### config.mk
export PLATFORM = sky130hd
export DESIGN_NAME = jkff_seq_driver
export DESIGN_NICKNAME = d
export VERILOG_FILES = /design/src/rtl/jkff_seq_driver.sv
export SDC_FILE = /design/constraint.sdc
export NUM_CORES = 1
export LEC_CHECK = 0
export ABC_AREA = 1
export CAP_MARGIN = 40
export CORE_MARGIN = 2
export CORE_UTILIZATION = 45
export CTS_BUF_LIST = sky130_fd_sc_hd__clkbuf_2 sky130_fd_sc_hd__clkbuf_4 sky130_fd_sc_hd__clkbuf_8
export DETAILED_ROUTE_END_ITERATION = 10
export GPL_ROUTABILITY_DRIVEN = 1
export PLACE_DENSITY = 0.7
export SLEW_MARGIN = 20
export SYNTH_ARGS = -nofsm -noshare
export SYNTH_HDL_FRONTEND = slang
export SYNTH_SLANG_ARGS = --single-unit
### constraint.sdc
create_clock -name clk -period 3.05 [get_ports clk]
set_clock_uncertainty 0.2 [all_clocks]
set_input_delay 0.7625 -clock clk [delete_from_list [all_inputs] [get_ports clk]]
set_output_delay 0.7625 -clock clk [all_outputs]
set_load 0.03 [all_outputs]
### src/rtl/jkff_seq_driver.sv
// rtl/jkff_seq_driver.sv - JK flip-flop pattern sequencer and checker
// Forces the flop to a start level, walks it through a bit pattern with J/K, and flags the first mismatch.
module jkff_seq_driver #(
    parameter int WIDTH      = 8,
    parameter bit USE_TOGGLE = 1'b0
) (
    input  logic                   clk,
    input  logic                   rst,
    input  logic [WIDTH-1:0]       pat_in,
    input  logic                   init_q,
    input  logic                   start_valid,
    output logic                   start_ready,
    output logic                   j,
    output logic                   k,
    output logic                   pr_n,
    output logic                   cl_n,
    input  logic                   q_fb,
    output logic                   busy,
    output logic                   done,
    output logic                   err,
    output logic [$clog2(WIDTH):0] err_idx
);
    localparam int CW = $clog2(WIDTH);
    localparam int IW = CW + 1;
    localparam logic [CW-1:0] LAST_IDX = CW'(WIDTH - 1);

    typedef enum logic [2:0] {S_IDLE, S_INIT, S_RUN, S_DRAIN, S_DONE} state_t;

    state_t         state_q, state_d;
    logic [WIDTH-1:0] pat_q, pat_d;
    logic [CW-1:0]  idx_q, idx_d;
    logic           prev_q, prev_d;
    logic           j_q, j_d;
    logic           k_q, k_d;
    logic           pr_n_q, pr_n_d;
    logic           cl_n_q, cl_n_d;
    logic           busy_q, busy_d;
    logic           done_q, done_d;
    logic           err_q, err_d;
    logic [IW-1:0]  err_idx_q, err_idx_d;
    logic [IW-1:0]  run_fail_idx;

    function automatic logic [1:0] excite(input logic cur, input logic nxt);
        if (cur == nxt) begin
            return 2'b00;
        end else if (USE_TOGGLE) begin
            return 2'b11;
        end else begin
            return nxt ? 2'b10 : 2'b01;
        end
    endfunction

    // RUN step 0 checks the forced start level, reported as index WIDTH.
    assign run_fail_idx = (idx_q == '0) ? IW'(WIDTH) : ({1'b0, idx_q} - IW'(1));
    assign start_ready  = (state_q == S_IDLE) && !rst;

    always_comb begin
        state_d   = state_q;
        pat_d     = pat_q;
        idx_d     = idx_q;
        prev_d    = prev_q;
        j_d       = j_q;
        k_d       = k_q;
        pr_n_d    = pr_n_q;
        cl_n_d    = cl_n_q;
        busy_d    = busy_q;
        done_d    = 1'b0;
        err_d     = err_q;
        err_idx_d = err_idx_q;
        case (state_q)
            S_IDLE: begin
                if (start_valid && start_ready) begin
                    state_d   = S_INIT;
                    pat_d     = pat_in;
                    prev_d    = init_q;
                    err_d     = 1'b0;
                    err_idx_d = '0;
                    busy_d    = 1'b1;
                    j_d       = 1'b0;
                    k_d       = 1'b0;
                    pr_n_d    = ~init_q;
                    cl_n_d    = init_q;
                end
            end
            S_INIT: begin
                state_d    = S_RUN;
                idx_d      = '0;
                pr_n_d     = 1'b1;
                cl_n_d     = 1'b1;
                {j_d, k_d} = excite(prev_q, pat_q[0]);
            end
            S_RUN: begin
                if (!err_q && (q_fb != prev_q)) begin
                    err_d     = 1'b1;
                    err_idx_d = run_fail_idx;
                end
                // pat_q[0] is always the current step's target.
                prev_d = pat_q[0];
                pat_d  = pat_q >> 1;
                if (idx_q == LAST_IDX) begin
                    state_d = S_DRAIN;
                    j_d     = 1'b0;
                    k_d     = 1'b0;
                end else begin
                    idx_d      = idx_q + CW'(1);
                    {j_d, k_d} = excite(pat_q[0], pat_q[1]);
                end
            end
            S_DRAIN: begin
                if (!err_q && (q_fb != prev_q)) begin
                    err_d     = 1'b1;
                    err_idx_d = IW'(WIDTH - 1);
                end
                state_d = S_DONE;
                busy_d  = 1'b0;
                done_d  = 1'b1;
            end
            S_DONE: begin
                state_d = S_IDLE;
            end
            default: begin
                state_d = S_IDLE;
            end
        endcase
    end

    always_ff @(posedge clk or posedge rst) begin
        if (rst) begin
            state_q   <= S_IDLE;
            pat_q     <= '0;
            idx_q     <= '0;
            prev_q    <= 1'b0;
            j_q       <= 1'b0;
            k_q       <= 1'b0;
            pr_n_q    <= 1'b1;
            cl_n_q    <= 1'b1;
            busy_q    <= 1'b0;
            done_q    <= 1'b0;
            err_q     <= 1'b0;
            err_idx_q <= '0;
        end else begin
            state_q   <= state_d;
            pat_q     <= pat_d;
            idx_q     <= idx_d;
            prev_q    <= prev_d;
            j_q       <= j_d;
            k_q       <= k_d;
            pr_n_q    <= pr_n_d;
            cl_n_q    <= cl_n_d;
            busy_q    <= busy_d;
            done_q    <= done_d;
            err_q     <= err_d;
            err_idx_q <= err_idx_d;
        end
    end

    assign j       = j_q;
    assign k       = k_q;
    assign pr_n    = pr_n_q;
    assign cl_n    = cl_n_q;
    assign busy    = busy_q;
    assign done    = done_q;
    assign err     = err_q;
    assign err_idx = err_idx_q;

endmodule
Yosys cells after proc, flatten, opt, wreduce, memory -nomap -nowiden
Index checks and enable logic that the tools add are counted.
Operators by class
  add/subtract/negate cells: 2
  multiply operators: 0
  divide/modulo/power cells: 0
  $lt $le $gt $ge: 0
  equality and inequality tests: 13
  shifts and indexed selects: 0
  muxes and demuxes: 31
  bitwise operators: 1
  reduce and logical (&&, ||, !) cells: 23
Operator list (number)
  $mux 4: 4
  $pmux 8 s2: 1
  $pmux 3 s4: 1
  $pmux 4 s3: 1
  $reduce_and 2->1: 6
  $pmux 1 s2: 5
  $reduce_bool 2->1: 5
  $mux 3: 3
  $mux 1: 8
  $mux 2: 4
  $mux 8: 1
  $ne 2x2->1 const B: 4
  $eq 3x2->1 const B: 2
  $logic_not 3->1: 2
  $pmux 1 s3: 2
  $pmux 3 s2: 1
  $reduce_bool 3->1: 2
  $ne 2x1->1 const B: 2
  $reduce_and 4->1: 1
  $sub 3x1->4 const B: 1
  $add 3x1->3 const B: 1
  $eq 3x1->1 const B: 1
  $eq 3x3->1 const B: 1
  $logic_and 1x1->1: 3
  other kinds (6): 8
Storage, ports and cells
  bits in registers: 26
  latch bits: 0
  memory bits (writable): 0
  ROM bits: 0
  input port bits: 13
  output and inout bits: 12
  word-level logic and storage cells: 82
  memories: 0

Logic depth before layout (Yosys ltp)
Gate-level depths: netlist of the first run.
  word-level depth: 5
  gate-level depth with buffers: 8
  depth with buffers taken out: 8

Least setup slack after synthesis of the first run
No wires, ideal clock.
  kind: input to register
  from: input rst
  to: register pat_q[5]
  setup time: 0.074 ns
  data arrival time: 1.972 ns
  required time: 2.776 ns
  slack: 0.804 ns
  stages on the path: 6
  buffers on the path: 1
  cells stage by stage: inv_1 nand4_4 nand2_4 buf_12 nand2_2 o21ai_2
Between the ends
  longest elaborated chain between the ends: 5
Ends and longest elaborated chain
  start: declaration: RTL line 8  | input logic rst,
  $logic_not 1->1 (no line)
  $logic_and 1x1->1: RTL line 55  | assign start_ready = (state_q == S_IDLE) && !rst;
  $logic_and 1x1->1: RTL line 72  | if (start_valid && start_ready) begin
  $ne 2x1->1 (no line)
  $reduce_and 2->1 (no line)
  end signal: assignment: RTL line 143  | pat_q <= pat_d;
  end: declaration: RTL line 30  | logic [WIDTH-1:0] pat_q, pat_d;
Every way passes these cells.
A chain may end at the register's enable or synchronous reset.

Worst setup path after layout of the first run
  from: input rst
  to: output start_ready
Between the ends
  longest elaborated chain between the ends: 2
Ends and longest elaborated chain
  $logic_not 1->1 (no line)
  $logic_and 1x1->1: RTL line 55
  end: declaration: RTL line 12  | output logic start_ready,
Every way passes these cells.

==> results of run 1 <==
[worst min path at each step]
stage / from / endpoint / slack [ns] / depth (start not counted)
finish: err_idx[0]$_DFFE_PP0P_ / err_idx[0]$_DFFE_PP0P_ / 0.28 / 2
global route: k$_DFFE_PP0P_ / k$_DFFE_PP0P_ / 0.32 / 2
CTS: err_idx[3]$_DFFE_PP0P_ / err_idx[3]$_DFFE_PP0P_ / 0.29 / 2
detailed placement: err_idx[3]$_DFFE_PP0P_ / err_idx[3]$_DFFE_PP0P_ / 0.26 / 2
global placement: err_idx[0]$_DFFE_PP0P_ / err_idx[0]$_DFFE_PP0P_ / 0.25 / 2
floorplan: pat_q[0]$_DFFE_PP0P_ / j$_DFFE_PP0P_ / 0.26 / 2
[worst register-to-register path, delay by kind of cell (launching register included)]
kind,cells,cell delay [ns]
simple gates,5,0.61
buf+inv,3,0.39
flops,1,0.42
[power groups by stage]
stage / Clock (mW) / Combinational [mW] / Sequential (mW)
global route: 0.197 / 1.10 / 0.604
floorplan: 0 / 0.669 / 0.700
detailed placement: 0 / 0.978 / 0.595
global placement: 0 / 0.957 / 0.588
finish: 0.179 / 0.969 / 0.584
CTS: 0.187 / 0.982 / 0.586
[state kept, by name (all words and copies together) (netlist names), 3 cells and up]
| register | count |
|---|---|
| idx_q | 3 |
| state_q | 3 |
| err_idx | 4 |
| pat_q | 8 |
[metal layers]
layer | vias up | part of all wire (%) | track usage [%]
li1 | 567 | - | -
met1 | 505 | 45 | 19.2
met2 | 20 | 50 | 29.3
met3 | 5 | 3.6 | 3.46
met4 | 0 | 1.8 | 7.62
met5 | - | 0 | 0
[final cells by class]
type	instances	area, µm²
multi-input cells	114	616
repair buffers	25	248
fillers	299	1330
clock buffers	4	36.3
flip-flops and latches	26	653
inverters	22	82.6
well taps	33	41.3
[layout by cell type, fill, tap and decap left out, drive strengths merged]
master / n
nand4: 1
ha: 4
clkbuf: 4
o21ai: 19
nor2: 15
o211ai: 2
nand3b: 1
a21oi: 6
dfstp: 2
dfrtp: 24
inv: 22
clkdlybuf4s50: 24
nand3: 7
nand2: 59
buf: 1
[kinds of logic after synthesis]
kind of cell,count (synthesis),synth area share (%)
flip-flops,26,46.9
adder cells (fa/ha/maj),4,3.59
AND/OR/NAND/NOR,83,27.6
AO/OA/AOI/OAI,27,13.0
buffers and inverters,25,8.98
[metrics by stage]
step                setup WS (ns)  hold WS (ns)  util [%]  power [mW]  cell area [µm²]
global route               0.0370         0.315      55.8        1.90             1680
CTS                        0.0775         0.292      55.8        1.75             1680
floorplan                   0.804         0.261         -        1.37             1390
finish                     0.0888         0.283      55.8        1.73             1680
global placement            0.110         0.252      54.6        1.55             1640
detailed placement         0.0826         0.258      54.6        1.57             1640
==> results.yml, run 1 <==
power:
  p_leak_nw: 0.861
  switching_share_pct: 46.6
  seqPwrFrac_pct: 33.7
  p_int_uw: 924
  powerDensity_mw_per_mm2: 1030
  p_sw_uw: 808
  clkPwrFrac_pct: 10.3
  combPwrFrac_pct: 55.9
  ir_drop_uv: 453
synthesis:
  ys_top_cells_by_area: "dfrtp_1 43%, nand2_1 14%, o21ai_2 6.3%"
  syn_avg_cell_area_um2: 8.45
  yosysSeqAreaShare_pct: 46.9
  async_flop_share_pct: 100
  synth_edf_count: 0
  syn-num-nets: 182
  synth_area_leader_cell: "dfrtp_1"
  ys_ff_latch: 26
  netlist_instances: 165
  synth_top_area_share_pct: 43.1
  synth_ff_type: "dfrtp_1"
  syn_area_mm2: 0.00139
  yosysMostFrequentCell: "nand2_1"
  synth_common_cells: "52 x nand2_1, 24 x dfrtp_1, 19 x inv_1"
  ys_warn_count: 0
  yosysUniqueCellTypes: 22
die:
  core_mm2: 0.00300
  die_h_um: 59.7
  die_w_um: 59.7
  start_util_pct: 46.4
  die-area_mm2: 0.00356
  rows: 20
  boundaryPins: 25
timing:
  min_period_ns: 2.96
  rsz0062_at_grt: "false"
  worst_pin_slew_ns: 0.396
  setup_viol: 0
  final.setup.tns_ns: 0
  maxSlewHeadroom_pct: 73.5
  min_period_over_period_pct: 97.1
  max_freq_mhz: 338
  hold_violations: 0
  maxSlewViolCount: 0
detailed_routing:
  finalWirelength_um: 2490
  wl_per_cell_um: 11.1
  detail-route-antenna-nets: 0
  drtIter0Drc: 43
  viasPerCell: 4.90
  via_count: 1097
  first_pass_iters: 4
  drc: 0
global_routing:
  grt_overflow: 0
  grt.total_usage_pct: 16.7
  grt_pass1_wl_um: 4460
  antenna_found_initial: 0
  grt_start_max_net_pins: 27
  grt_pass1_vias: 1067
final_layout:
  antenna_cells: 0
  drive_gt1_share_pct: 16.2
  fin_nets: 209
  layoutNonFillerInstCount: 224
  area_growth_pct: 20.3
clocking:
  tritoncts: "built"
  post_cts_resized: 0
  path_clk_slew_ns: 0.14
  cts_sinks: 26
  clk_latency_ns: 0.33
  cts_hold_repair.buffers: 0
  htree_levels: 1
  cts_buffers: 3
  clockBufferDepth: 2
  cts_setup_buffers: 0
  root_buffer: "clkbuf_4"
critical_path:
  worst-path-max-fanout: 3
  reg2reg_depth: 8
  r2r_slack_ns: 1.36
  crit_end: "start_ready"
  path_cells: "clkdlybuf4s50_1 -> nor2_1 -> clkdlybuf4s50_1"
  cp_common_cell: "clkdlybuf4s50_1"
  slowest_delay_ns: 0.68
  worstSetupPathType: "in2out"
  cp_slowest_cell: "clkdlybuf4s50_1"
  worst-path-buf-inv: 2
  critical_path_required_ns: 2.09
  crit_family: "buffers and inverters"
  r2r-start: "state_q[0]$_DFFE_PP0P_"
  arrival_ns: 2.00
  reg2reg_to: "idx_q[2]$_DFFE_PP0P_"
  cp.depth: 3
  startpoint: "rst"
  setup.worst_path.start_class: "input pin"
  cp-end-kind: "primary output"
min_path:
  hp-class: "reg2reg"
place:
  io_buffer_count: 24
  dpl.hpwl_um: 1850
  routabilityCongestion: 0.775
  dp.cells: 220
job:
  maxCapViolations: 0
outcome:
  status: "finished clean"
No activity file was read; power rests on OpenSTA's default activity.
==> run 2, diff against run 1 <==
--- a/config.mk
+++ b/config.mk
@@ -12,6 +12,7 @@
 export CTS_BUF_LIST = sky130_fd_sc_hd__clkbuf_2 sky130_fd_sc_hd__clkbuf_4 sky130_fd_sc_hd__clkbuf_8
 export DETAILED_ROUTE_END_ITERATION = 10
 export GPL_ROUTABILITY_DRIVEN = 1
+export GPL_TIMING_DRIVEN = 0
 export PLACE_DENSITY = 0.7
 export SLEW_MARGIN = 20
 export SYNTH_ARGS = -nofsm -noshare
==> results.yml, run 2 (same netlist as run 1, synthesis figures left out) <==
timing:
  maxSlewViolCount: 0
  hold_violations: 0
  min_period_ns: 2.95
  worst_pin_slew_ns: 0.493
  min_period_over_period_pct: 96.8
  setup_viol: 0
  maxSlewHeadroom_pct: 67.1
  max_freq_mhz: 339
  rsz0062_at_grt: "false"
final_layout:
  drive_gt1_share_pct: 17.5
  multi_input_area_um2: 616
  area_growth_pct: 24.8
  antenna_cells: 0
  fin_nets: 212
  regArea_um2: 653
  n_fill_cell: 288
  layout_commonest_cell: "nand2_1"
  top_register: "pat_q"
  mostFrequentLayoutCells: "52 x nand2_1, 24 x dfrtp_1, 24 x clkdlybuf4s50_1, 19 x inv_1, 14 x nor2_1"
  largest_reg_flops: 8
  post-route-util_pct: 57.9
clocking:
  path_clk_slew_ns: 0.14
  clk_latency_ns: 0.32
  htree_levels: 1
  cts_sinks: 26
  clockBufferDepth: 2
  cts_buffers: 3
  post_cts_resized: 0
  cts_setup_buffers: 0
  tritoncts: "built"
  root_buffer: "clkbuf_4"
  cts_hold_repair.buffers: 0
die:
  die-area_mm2: 0.00356
  start_util_pct: 46.4
  die_w_um: 59.7
  core_mm2: 0.00300
  rows: 20
  boundaryPins: 25
  die_h_um: 59.7
min_path:
  hold_path_end: "err_idx[2]$_DFFE_PP0P_"
  holdPathStages: 2
  hp-class: "reg2reg"
  min_from: "err_idx[2]$_DFFE_PP0P_"
detailed_routing:
  finalWirelength_um: 2660
  drc: 0
  drtIter0Drc: 35
  viasPerCell: 4.98
  via_count: 1130
  detail-route-antenna-nets: 0
  first_pass_iters: 4
  wl_per_cell_um: 11.7
critical_path:
  arrival_ns: 1.99
  critical_path_required_ns: 2.09
  reg2reg_to: "idx_q[2]$_DFFE_PP0P_"
  startpoint: "rst"
  cp-end-kind: "primary output"
  worst-path-max-fanout: 3
  r2r-start: "idx_q[0]$_DFFE_PP0P_"
  reg2reg_depth: 8
  r2r_slack_ns: 1.49
  worstSetupPathType: "in2out"
  setup.worst_path.start_class: "input pin"
outcome:
  status: "finished clean"
power:
  totalPowerFinal_mw: 1.81
  powerDensity_mw_per_mm2: 1040
  ir_drop_uv: 424
  p_leak_nw: 0.890
job:
  maxCapViolations: 0
global_routing:
  grt_pass1_wl_um: 4760
  grt_pass1_vias: 1137
  grt.total_usage_pct: 17.4
  antenna_found_initial: 0
  grt_overflow: 0
  grt_start_max_net_pins: 18
place:
  io_buffer_count: 24
  routabilityCongestion: 0.784
  dpl.hpwl_um: 2110
## run 2: changes by cell type in the layout (fill, tap and decap cells not counted), sizes merged
cell  previous run  this run
buf              1         4
## run 2: where the power goes
| part | leakage (nW) | switching, mW | internal, mW | total, mW |
|---|---|---|---|---|
| clock network | 0.0210 | 0.101 | 0.0730 | 0.174 |
| logic | 0.537 | 0.635 | 0.412 | 1.05 |
| registers | 0.332 | 0.0923 | 0.497 | 0.590 |
| total | 0.890 | 0.828 | 0.983 | 1.81 |
## run 2: layout make-up
class | count | share of cell area [%]
clock buffers | 4 | 2.09
well taps | 33 | 2.37
multi-input cells | 114 | 35.4
flip-flops and latches | 26 | 37.6
inverters | 22 | 4.75
plain buffers | 3 | 2.45
repair buffers | 25 | 15.4
## run 2: worst max path at each step
stage	slack, ns	cells past startpoint	endpoint
floorplan	0.80	6	pat_q[5]$_DFFE_PP0P_
global placement	-0.003	7	pat_q[6]$_DFFE_PP0P_
detailed placement	0.10	3	start_ready
CTS	0.09	3	start_ready
global route	0.05	3	start_ready
finish	0.1	3	start_ready
## run 2: layer usage
| layer | track usage [%] | share of wire (%) | vias up |
|---|---|---|---|
| met3 | 3.03 | 3.4 | 4 |
| met5 | 0 | 0 | - |
| met2 | 30.9 | 51 | 21 |
| met4 | 5.71 | 0.90 | 0 |
| met1 | 21.1 | 44 | 529 |
| li1 | - | - | 576 |
## run 2: critical path, cell delays in order
cell             delay (ns)
clkdlybuf4s50_1        0.45
nor2_1                 0.11
clkdlybuf4s50_1        0.67
## run 2: through the flow
step	std cells	worst slack [ns]	hold slack, ns	setup TNS [ns]	cell area, µm²
after floorplan	165	0.804	0.261	0	1390
after global placement	222	-0.00316	0.252	-0.00423	1680
after detailed placement	223	0.100	0.258	0	1700
after CTS	227	0.0923	0.293	0	1740
after global routing	227	0.0526	0.316	0	1740
final	227	0.0973	0.285	0	1740
==> run 3, diff against run 2 <==
--- a/config.mk
+++ b/config.mk
@@ -5,7 +5,6 @@
 export SDC_FILE = /design/constraint.sdc
 export NUM_CORES = 1
 export LEC_CHECK = 0
-export ABC_AREA = 1
 export CAP_MARGIN = 40
 export CORE_MARGIN = 2
 export CORE_UTILIZATION = 45
==> results.yml, run 3 <==
timing:
  final.setup.tns_ns: 0
  setup_viol: 0
  min_period_over_period_pct: 97.5
  min_period_ns: 2.97
  hold_violations: 0
  maxSlewViolCount: 0
  worst_pin_slew_ns: 0.608
  rsz0062_at_grt: "false"
  maxSlewHeadroom_pct: 59.4
  max_freq_mhz: 336
critical_path:
  worstSetupPathType: "in2out"
  setup.worst_path.start_class: "input pin"
  cp-end-kind: "primary output"
  arrival_ns: 2.01
  reg2reg_to: "idx_q[0]$_DFFE_PP0P_"
  reg2reg_depth: 5
  r2r-start: "idx_q[0]$_DFFE_PP0P_"
  worst-path-max-fanout: 5
  critical_path_required_ns: 2.09
  r2r_slack_ns: 1.05
job:
  maxCapViolations: 0
global_routing:
  grt_overflow: 0
  grt_start_max_net_pins: 21
  antenna_found_initial: 0
  grt.total_usage_pct: 20.0
  grt_pass1_wl_um: 5350
  grt_pass1_vias: 1168
min_path:
  hp-class: "reg2reg"
  hold_path_end: "err_idx[3]$_DFFE_PP0P_"
  holdPathStages: 1
  min_from: "err_idx[3]$_DFFE_PP0P_"
clocking:
  clockBufferDepth: 2
  tritoncts: "built"
  path_clk_slew_ns: 0.14
  root_buffer: "clkbuf_4"
  cts_sinks: 26
  cts_buffers: 3
  clk_latency_ns: 0.33
  cts_hold_repair.buffers: 0
  htree_levels: 1
synthesis:
  synth_edf_count: 0
  async_flop_share_pct: 100
  synth_area_leader_cell: "dfrtp_1"
  synth_common_cells: "24 x dfrtp_1, 17 x nand2_1, 9 x nand3_1"
  ys_top_cells_by_area: "dfrtp_1 45%, nand2_1 4.8%, dfstp_2 3.9%"
  syn_area_mm2: 0.00134
  yosysMostFrequentCell: "dfrtp_1"
  ys_ff_latch: 26
  yosysSeqAreaShare_pct: 48.7
  ys_warn_count: 0
  syn_avg_cell_area_um2: 10.0
  synth_top_area_share_pct: 44.8
  synth_ff_type: "dfrtp_1"
  netlist_instances: 134
  yosysUniqueCellTypes: 42
  syn-num-nets: 151
outcome:
  status: "finished clean"
detailed_routing:
  via_count: 1104
  detail-route-antenna-nets: 0
  dr.max_layer_used: "met4"
  finalWirelength_um: 2940
  first_pass_iters: 4
  wl_met2_um: 1460
  wl_met1_um: 1360
  met3WireLength_um: 108
  drtIter0Drc: 12
  viasPerCell: 5.63
  wl_per_cell_um: 15.0
  drc: 0
power:
  seqPwrFrac_pct: 35.4
  combPwrFrac_pct: 50.2
  switching_share_pct: 39.9
  clkPwrFrac_pct: 14.3
  totalPowerFinal_mw: 1.69
  p_leak_nw: 0.754
  ir_drop_uv: 1060
  p_sw_uw: 673
  p_int_mw: 1.01
  powerDensity_mw_per_mm2: 981
die:
  boundaryPins: 25
  start_util_pct: 48.2
  die_h_um: 58.6
  core_mm2: 0.00278
  rows: 19
  die_w_um: 58.6
  die-area_mm2: 0.00343
final_layout:
  layout_commonest_cell: "dfrtp_1"
  area_growth_pct: 28.4
  antenna_cells: 0
  largest_reg_flops: 8
  fin_nets: 183
  mostFrequentLayoutCells: "24 x dfrtp_1, 23 x clkdlybuf4s50_1, 17 x nand2_1, 9 x nand3_1"
  top_register: "pat_q"
  drive_gt1_share_pct: 12.1
  n_fill_cell: 240
  final_area_mm2: 0.00172
place:
  io_buffer_count: 24
  dpl_cell_area_mm2: 0.00165
  routabilityCongestion: 0.766
  dpl.hpwl_um: 2160
## run 3: power by group through the flow
stage | combinational [mW] | clock (mW) | sequential [mW]
after CTS | 0.842 | 0.250 | 0.594
after global routing | 0.933 | 0.262 | 0.620
after floorplan | 0.469 | 0 | 0.692
after global placement | 0.810 | 0 | 0.595
after detailed placement | 0.831 | 0 | 0.602
final | 0.848 | 0.242 | 0.598
## run 3: area by class of cell
type,instances,area [µm²],share of cell area (%)
buffer,6,32.5,1.89
clock buffer,3,22.5,1.31
clock inverter,1,30.0,1.75
inverter,8,37.5,2.18
multi-input combinational,93,617,35.9
sequential,26,653,38.0
tap,31,38.8,2.25
timing repair buffer,28,289,16.8
## run 3: stage by stage
stage / worst slack, ns / util, % / cells / hold WS [ns]
2_1_floorplan: 0.591 / - / 134 / 0.270
3_3_place_gp: -0.595 / 58.2 / 189 / 0.280
3_5_place_dp: -0.575 / 59.4 / 191 / 0.285
4_1_cts: 0.0180 / 61.4 / 195 / 0.324
5_1_grt: 0.0545 / 61.9 / 196 / 0.341
6_report: 0.0756 / 61.9 / 196 / 0.314
## run 3: worst max path at each step
stage	from	endpoint	slack [ns]	depth (start not counted)
6_report	rst	start_ready	0.08	4
5_1_grt	rst	start_ready	0.05	4
4_1_cts	rst	start_ready	0.02	5
3_5_place_dp	rst	start_ready	-0.57	5
3_3_place_gp	rst	start_ready	-0.59	5
2_1_floorplan	rst	start_ready	0.59	3
## run 3: worst max-delay path, cell delays in order
cell,delay [ns]
clkdlybuf4s50_1,0.45
or4_4,0.60
inv_8,0.08
buf_6,0.12
## run 3: logic make-up (layout without fill, tap and decap cells)
logic type               count (synthesis)  in the layout  share of synthesized area (%)
buffers and inverters                   15             46                           5.23
XOR/XNOR                                 1              1                          0.654
flip-flops                              26             26                           48.7
AO/OA/AOI/OAI                           33             33                           18.3
adder cells (fa/ha/maj)                  4              4                           3.73
AND/OR/NAND/NOR                         51             51                           20.2
multiplexers                             4              4                           3.17
## run 3: repair_timing
action | CTS | global route
resized for setup | 9 | 3
setup buffers | 0 | 2
pin swaps | 0 | 1
endpoints found under the setup margin | 1 | 1
## run 3: per-layer routing
metal / vias up / track usage (%)
met2: 18 / 32.9
met3: 2 / 5.71
met4: 0 / 3.90
met1: 541 / 26.6
li1: 543 / -
met5: - / 0
